### src/rtl/program_loader_if.sv
// Host byte link plus cpumemory write port as seen by the program loader.
// The master modport is the loader; the slave modport is the host/memory side.
interface program_loader_if #(
  parameter int ADDR_WIDTH = 8,
  parameter int WORD_SIZE  = 32
);
  logic                  byte_valid;
  logic [7:0]            byte_data;
  logic                  byte_ready;
  logic                  mem_write_en;
  logic [ADDR_WIDTH-1:0] mem_write_addr;
  logic [WORD_SIZE-1:0]  mem_write_data;

  modport master (
    input  byte_valid,
    input  byte_data,
    output byte_ready,
    output mem_write_en,
    output mem_write_addr,
    output mem_write_data
  );

  modport slave (
    output byte_valid,
    output byte_data,
    input  byte_ready,
    input  mem_write_en,
    input  mem_write_addr,
    input  mem_write_data
  );
endinterface

### src/rtl/program_loader.sv
// Packs a host byte stream (MSB first) into 32-bit words and writes them to consecutive
// instruction-memory addresses; write lands 1 cycle after the 4th byte, byte_ready drops for that cycle.
module program_loader #(
  parameter int WORD_SIZE  = 32,
  parameter int ADDR_WIDTH = 8,
  parameter int NUM_WORDS  = 256
) (
  input  logic                  clk,
  input  logic                  rst,
  input  logic                  start,
  input  logic [ADDR_WIDTH:0]   word_count,
  program_loader_if.master      bus,
  output logic                  cpu_rst,
  output logic                  busy,
  output logic                  done
);

  typedef enum logic [1:0] {
    IDLE  = 2'd0,
    RECV  = 2'd1,
    WRITE = 2'd2,
    DONE  = 2'd3
  } state_t;

  localparam logic [ADDR_WIDTH:0] MAX_N = (ADDR_WIDTH+1)'(NUM_WORDS);

  state_t                state_q, state_d;
  logic [ADDR_WIDTH:0]   n_q, n_d;
  logic [ADDR_WIDTH:0]   words_q, words_d;
  logic [ADDR_WIDTH-1:0] addr_q, addr_d;
  logic [WORD_SIZE-1:0]  pack_q, pack_d;
  logic [WORD_SIZE-1:0]  wdata_q, wdata_d;
  logic [1:0]            idx_q, idx_d;
  logic                  byte_ready_q;
  logic                  we_q;
  logic                  cpu_rst_q;
  logic                  busy_q;
  logic                  done_q;
  logic                  accept;
  logic [ADDR_WIDTH:0]   n_clamped;

  assign accept    = bus.byte_valid & byte_ready_q;
  assign n_clamped = (word_count > MAX_N) ? MAX_N : word_count;

  always_comb begin
    state_d = state_q;
    n_d     = n_q;
    words_d = words_q;
    addr_d  = addr_q;
    pack_d  = pack_q;
    wdata_d = wdata_q;
    idx_d   = idx_q;
    case (state_q)
      IDLE, DONE: begin
        if (start) begin
          n_d     = n_clamped;
          words_d = '0;
          addr_d  = '0;
          idx_d   = '0;
          state_d = (n_clamped == '0) ? DONE : RECV;
        end
      end
      RECV: begin
        if (accept) begin
          pack_d = {pack_q[WORD_SIZE-9:0], bus.byte_data};
          idx_d  = idx_q + 2'd1;
          if (idx_q == 2'd3) begin
            wdata_d = pack_d;
            state_d = WRITE;
          end
        end
      end
      WRITE: begin
        words_d = words_q + (ADDR_WIDTH+1)'(1);
        // The address stays on the last written word so it never wraps past n-1.
        if (words_d == n_q) begin
          state_d = DONE;
        end else begin
          addr_d  = addr_q + ADDR_WIDTH'(1);
          state_d = RECV;
        end
      end
      default: state_d = IDLE;
    endcase
  end

  // Outputs are registered from the next state so each one matches the state it reports.
  always_ff @(posedge clk) begin
    if (rst) begin
      state_q      <= IDLE;
      n_q          <= '0;
      words_q      <= '0;
      addr_q       <= '0;
      pack_q       <= '0;
      wdata_q      <= '0;
      idx_q        <= '0;
      byte_ready_q <= 1'b0;
      we_q         <= 1'b0;
      cpu_rst_q    <= 1'b1;
      busy_q       <= 1'b0;
      done_q       <= 1'b0;
    end else begin
      state_q      <= state_d;
      n_q          <= n_d;
      words_q      <= words_d;
      addr_q       <= addr_d;
      pack_q       <= pack_d;
      wdata_q      <= wdata_d;
      idx_q        <= idx_d;
      byte_ready_q <= (state_d == RECV);
      we_q         <= (state_d == WRITE);
      cpu_rst_q    <= (state_d != DONE);
      busy_q       <= (state_d == RECV) || (state_d == WRITE);
      done_q       <= (state_d == DONE);
    end
  end

  assign bus.byte_ready     = byte_ready_q;
  assign bus.mem_write_en   = we_q;
  assign bus.mem_write_addr = addr_q;
  assign bus.mem_write_data = wdata_q;
  assign cpu_rst            = cpu_rst_q;
  assign busy               = busy_q;
  assign done               = done_q;

endmodule

### src/flat_wrapper.sv
// flat-port wrapper written by rule: the top's interface ports become plain ports
module program_loader_flat 
#(
  parameter int WORD_SIZE  = 32,
  parameter int ADDR_WIDTH = 8,
  parameter int NUM_WORDS  = 256
)
  (clk, rst, start, word_count, cpu_rst, busy, done, bus_byte_valid, bus_byte_data, bus_byte_ready, bus_mem_write_en, bus_mem_write_addr, bus_mem_write_data);
  program_loader_if #(.ADDR_WIDTH(ADDR_WIDTH), .WORD_SIZE(WORD_SIZE)) bus_i ();
  input  logic clk;
  input  logic rst;
  input  logic start;
  input  logic [ADDR_WIDTH:0] word_count;
  output logic cpu_rst;
  output logic busy;
  output logic done;
  input wire logic [$bits(bus_i.byte_valid)-1:0] bus_byte_valid;
  input wire logic [$bits(bus_i.byte_data)-1:0] bus_byte_data;
  output wire logic [$bits(bus_i.byte_ready)-1:0] bus_byte_ready;
  output wire logic [$bits(bus_i.mem_write_en)-1:0] bus_mem_write_en;
  output wire logic [$bits(bus_i.mem_write_addr)-1:0] bus_mem_write_addr;
  output wire logic [$bits(bus_i.mem_write_data)-1:0] bus_mem_write_data;
  assign bus_i.byte_valid = bus_byte_valid;
  assign bus_i.byte_data = bus_byte_data;
  assign bus_byte_ready = bus_i.byte_ready;
  assign bus_mem_write_en = bus_i.mem_write_en;
  assign bus_mem_write_addr = bus_i.mem_write_addr;
  assign bus_mem_write_data = bus_i.mem_write_data;
  program_loader #(.WORD_SIZE(WORD_SIZE), .ADDR_WIDTH(ADDR_WIDTH), .NUM_WORDS(NUM_WORDS)) u_core (.clk(clk), .rst(rst), .start(start), .word_count(word_count), .bus(bus_i), .cpu_rst(cpu_rst), .busy(busy), .done(done));
endmodule
### config.mk
export PLATFORM = sky130hd
export DESIGN_NAME = program_loader_flat
export DESIGN_NICKNAME = d
export VERILOG_FILES = /design/src/rtl/program_loader_if.sv /design/src/rtl/program_loader.sv /design/src/flat_wrapper.sv
export SDC_FILE = /design/constraint.sdc
export NUM_CORES = 1
export LEC_CHECK = 0
export CAP_MARGIN = 40
export CORE_AREA = 5 5 131 133
export DETAILED_ROUTE_END_ITERATION = 8
export DIE_AREA = 0 0 136 138
export PLACE_DENSITY_LB_ADDON = 0.3
export SLEW_MARGIN = 20
export SYNTH_ARGS = -nofsm -noshare
export SYNTH_HDL_FRONTEND = slang
export SYNTH_SLANG_ARGS = --single-unit
export TNS_END_PERCENT = 20
### constraint.sdc
create_clock -name clk -period 4.45 [get_ports clk]
set_input_delay 0.89 -clock clk [delete_from_list [all_inputs] [get_ports clk]]
set_output_delay 0.89 -clock clk [all_outputs]
set_load 0.005 [all_outputs]
# After elaboration in Yosys (flattened, before gate mapping)
# Cells that the tools add are included.
[classes]
add_sub_neg = 3
n_lt_le_gt_ge = 1
n_eq_ne = 12
mux = 15
n_bitwise = 1
reduce_logical = 12
[op_table]
columns = ["cell", "count"]
rows = [
  ["9-bit two-way mux", 2],
  ["9-bit case mux with 2 select lines", 1],
  ["8-bit two-way mux", 2],
  ["8-bit case mux with 2 select lines", 1],
  ["2-bit two-way mux", 7],
  ["2-bit == test (second input constant)", 5],
  ["9-bit by 1-bit adder with 9-bit output (second input constant)", 1],
  ["9-bit == test", 1],
  ["9-bit > comparator (second input constant)", 1],
  ["9-bit zero test", 1],
  ["3-bit AND reduction", 3],
  ["8-bit by 1-bit adder with 8-bit output (second input constant)", 1],
  ["2-bit != test (second input constant)", 3],
  ["2-bit case mux with 3 select lines", 1],
  ["2-bit AND reduction", 3],
  ["2-bit by 1-bit == test with 1-bit output (second input constant)", 2],
  ["2-bit case mux with 2 select lines", 1],
  ["2-bit nonzero test", 2],
  ["2-bit by 1-bit adder with 2-bit output (second input constant)", 1],
  ["2-bit zero test", 1],
  ["2-bit by 1-bit != test with 1-bit output (second input constant)", 1],
  ["2-bit OR reduction", 1],
  ["1-bit bitwise AND", 1],
  ["1-bit logical OR", 1],
]
[word_totals]
regBits = 91
inputBits = 21

# Depth between registers and ports, before layout
[depth]
word_depth = 8
depth_mapped = 10
depth_no_buf = 9

# Worst setup path after synthesis
# Ideal clock, no wire load.
[synth_timing]
kind = "reg-to-reg"
startpoint = "register u_core.words_q[0]"
endpoint = "register u_core.busy_q, in the netlist u_core.busy"
setup_ns = 0.127
arrival_time_ns = 2.503
required_time_ns = 4.323
setup_slack_ns = 1.820
path_stages_with_launch = 11
n_path_buf = 1
cell_sequence = "dfxtp_1 ha_1 buf_4 nand3_2 or3_1 a222oi_1 nand4_2 a32o_2 inv_1 ha_1 nor2b_1"
[synth_between]
elab_chain_cells = 6
word_cells_on_any_way = 7
[synth_rtl]
columns = ["element", "line", "source"]
rows = [
  ["start: declaration", "program_loader.sv:29", "logic [ADDR_WIDTH:0] words_q, words_d;"],
  ["start signal: assignment", "program_loader.sv:105", "words_q <= words_d;"],
  ["9-bit by 1-bit adder with 9-bit output *", "program_loader.sv:74", "words_d = words_q + (ADDR_WIDTH+1)'(1);"],
  ["9-bit == test *", "program_loader.sv:76", "if (words_d == n_q) begin"],
  ["2-bit two-way mux *", "program_loader.sv:76", ""],
  ["2-bit case mux with 3 select lines *", "program_loader.sv:53", "case (state_q)"],
  ["2-bit by 1-bit == test with 1-bit output or 2-bit == test (tied branches)", "program_loader.sv:113", "busy_q <= (state_d == RECV) || (state_d == WRITE);"],
  ["1-bit logical OR *", "program_loader.sv:113", ""],
  ["end signal: assignment", "program_loader.sv:113", ""],
  ["end: declaration", "program_loader.sv:37", "logic busy_q;"],
]
# Mark *: on every way between the ends. The rest lies on a longest branch, timed or not.
# A chain may end at the register's enable or synchronous reset.

# Worst setup path after layout
# Same ends and word-level chain as after synthesis.

==> results by group <==
Synth
  – Yosys top cell area share: between 40 and 50%
  – Compound-Gate Fraction of Synth Area: between 10% and 20%
  – Post-synthesis simple-gate area fraction: 25.6%
  – Most frequent cell after synthesis: nand2_1
  – Mux cell area share after synthesis: less than 1%
  – Post-synthesis sequential area ratio: 47.1%
  – Area leader, netlist: dfxtp_1
  – Post-synth top cells: nand2_1 (138), dfxtp_1 (91), a21oi_1 (80)
  – Synth Instances: about 500
  – Main synth FF type: dfxtp_1
  – Adder-cell share of the synthesized area: roughly 2.9%
  – Ys async rst share: 0%
  – Syn_nets: around 520
  – Main combinational cell family by area after synthesis: simple AND/OR/NAND/NOR gates
  – Main area contributors after synthesis: dfxtp_1 (47%), nand2_1 (13%), a21oi_1 (10%)
  – Cell area after synthesis: between 3000 and 4000 um^2
  – Post-synth cell types: between 40 and 50
  – Xor/xnor cell area share of the yosys netlist: 2.72%
  – EDFF count, synth: 0
  – Synth warn: 0
  – Post-Syn Area per Cell: approximately 7.9 um^2
  – Number of synthesized register bits: between 90 and 100

Layout
  – Area added between synthesis and finish: 28.6%
  – Final #Nets: between 500 and 600
  – Antenna Cells: 0
  – Layout cells sized above 1: under 10%
  – Finished Cell Area: 4980 um^2
  – Final core occ: around a third

Global route
  – Largest net degree at the start of global routing: between 40 and 50
  – Vias in the first global route: about 3,400
  – Grt ovf: 0
  – GR Util All Layers: a little over a tenth
  – Antenna violations before repair: 0
  – First-pass GRT wire length: about 16,000 um

Clock network
  – Inserted Clock Buffers: 9
  – CTS Sinks: 91
  – CTS root buf: clkbuf_16
  – CTS tree: done
  – Clk buf depth: 2
  – Post-CTS Resized: 0
  – Clock Latency Late Sink: 350 ps
  – CTS clk-pin slew, worst paths: approximately 70 ps
  – Hold_buf cts: 0
  – Setup bufs post-CTS: 0
  – H-tree depth: 3

Timing
  – Hold Slack: around 460 ps
  – Post-route minimum period: 3100 ps
  – RSZ-0062 raised after global routing: false
  – TNS Setup: 0 ps
  – Slew headroom: about half
  – Worst-margin pin slew: ~760 ps
  – FMAX: roughly 320 MHz
  – Setup-failing EPs final: 0
  – Clock Skews: around 6.0 ps
  – Pins over their slew limit: 0
  – Fin crit share: approximately 70%
  – Hold Fails Final Rpt: 0

Critical path
  – Crit end category: register
  – Type of origin of the critical path: register
  – Worst-path fanout max: 10
  – Arr. time, crit path: 3340 ps
  – Most used cell, CP: ha_1
  – Worst path cell trace: ha_1 > nand3_2 > or3_1 > a222oi_1 > nand4_2 > a32o_2 > inv_1 > ha_1 > nor2b_1
  – Crit-path max cell delay: roughly 450 ps
  – Cell at the slowest stage of the critical path: a222oi_1
  – CP required: ~4700 ps
  – CP Class: register to register

Route
  – Antenna Nets Post-Route: 0
  – Via density: around 4.5
  – Drt pass-1 iters: 4
  – Final wirelength: 9750 um
  – Routed via count: roughly 3,400
  – WL/cell: between 10 and 15 um
  – Number of DRC markers in iteration 0: ~180
  – DRC violations left: 0

Placement
  – Routability cong.: 0.749
  – DP HPWL: between 6000 and 7000 um
  – Placed standard-cell area: about 4700 um^2
  – Input/output buffers: 65

Floorplanning
  – Initial Utilization: between 20% and 30%
  – I/O Pins: 66
  – Die X: about 140 um
  – Core footprint: ~16,000 um^2
  – Site Rows: between 40 and 50
  – Die height: about 140 um
  – Die area: roughly 19,000 um^2

Power and ir drop
  – PD cells: 405 nW/um^2
  – VDD IR max: around 0.18 mV
  – P_leak: roughly 1.7 nW

Status
  – Status: complete, no violations

Flow run
  – MaxCap Viol Count: 0

Min path
  – Worst Hold Class: register to register
-- placed cells by master (no fill, tap or decap), types with 4 or more instances in the layout --
| master | netlist | routed |
|---|---|---|
| nor2_1 | 20 | 20 |
| a21oi_1 | 80 | 80 |
| xnor2_1 | 9 | 9 |
| a22oi_1 | 6 | 6 |
| ha_1 | 9 | 9 |
| nand2_1 | 138 | 138 |
| buf_4 | 1 | 4 |
| inv_1 | 6 | 6 |
| a32o_1 | 6 | 6 |
| o21ai_0 | 10 | 10 |
| nor3_1 | 9 | 9 |
| clkbuf_16 | 0 | 9 |
| nand4_1 | 5 | 5 |
| nand3_1 | 10 | 10 |
| dfxtp_1 | 91 | 91 |
| nor2b_1 | 7 | 7 |
| nor3b_1 | 9 | 9 |
| clkdlybuf4s50_1 | 0 | 64 |
-- sequential cells by signal (all words and copies together), names as in the netlist --
signal                     cells
u_core.bus.mem_write_data     32
u_core.pack_q                 24
u_core.n_q                     9
u_core.words_q                 9
u_core.bus.mem_write_addr      8
u_core.idx_q                   2
u_core.state_q                 2
u_core.bus.byte_ready          1
u_core.bus.mem_write_en        1
u_core.busy                    1
u_core.cpu_rst                 1
u_core.done                    1
-- worst max-delay path, delay by kind of cell (launching register included) --
kind / cells / cell delay, ps
flip-flops: 1 / 440
adder cells (fa/ha/maj): 2 / 600
AO/OA/AOI/OAI: 2 / 810
buffers and inverters: 1 / 100
AND/OR/NAND/NOR: 4 / 1030
-- worst paths after layout --
path / startpoint / end / slack (ps) / cells past startpoint
max: u_core.words_q[0]$_SDFFE_PP0P_ / u_core.busy$_SDFF_PP0_ / 1350 / 9
min: u_core.pack_q[19]$_SDFFE_PP0P_ / u_core.bus.mem_write_data[27]$_SDFFE_PP0P_ / 460 / 2
max reg2reg: u_core.words_q[0]$_SDFFE_PP0P_ / u_core.busy$_SDFF_PP0_ / 1350 / 9
min reg2reg: u_core.pack_q[19]$_SDFFE_PP0P_ / u_core.bus.mem_write_data[27]$_SDFFE_PP0P_ / 460 / 2
-- cell families (layout without fill, tap and decap cells) --
family,count (synthesis),count (layout)
AND/OR/NAND/NOR,220,220
buffers and inverters,41,93
flip-flops,91,91
adder cells (fa/ha/maj),9,9
AO/OA/AOI/OAI,113,113
multiplexers,1,1
XOR/XNOR,12,12
-- power breakdown --
group	internal (mW)	switching, mW	leakage (nW)	total (mW)
registers	0.857	0.0282	0.735	0.885
clock network	0.390	0.351	0.144	0.741
logic	0.163	0.229	0.802	0.392
-- area by class of cell --
class	count	area, um^2
well taps	216	270
clock inverters	7	58.8
flip-flops and latches	91	1820
repair buffers	71	711
inverters	6	22.5
clock buffers	9	225
fillers	1662	10700
multi-input cells	355	1870
-- routing by layer --
layer	vias up	global-route usage, %	share of wire [%]
li1	1739	-	-
met1	1601	12.4	45
met2	73	17.6	48
met3	13	4.14	5.7
met4	0	3.40	1.4
met5	-	0	0
-- per-stage QoR --
stage	std cells	setup slack (ps)	power, mW
CTS	754	1290	2.05
finish	755	1350	2.02
global placement	737	987	1.29
floorplan	487	1820	1.16
detailed placement	738	1310	1.30
global route	755	1120	2.13
(Power assumes the default switching activity.)
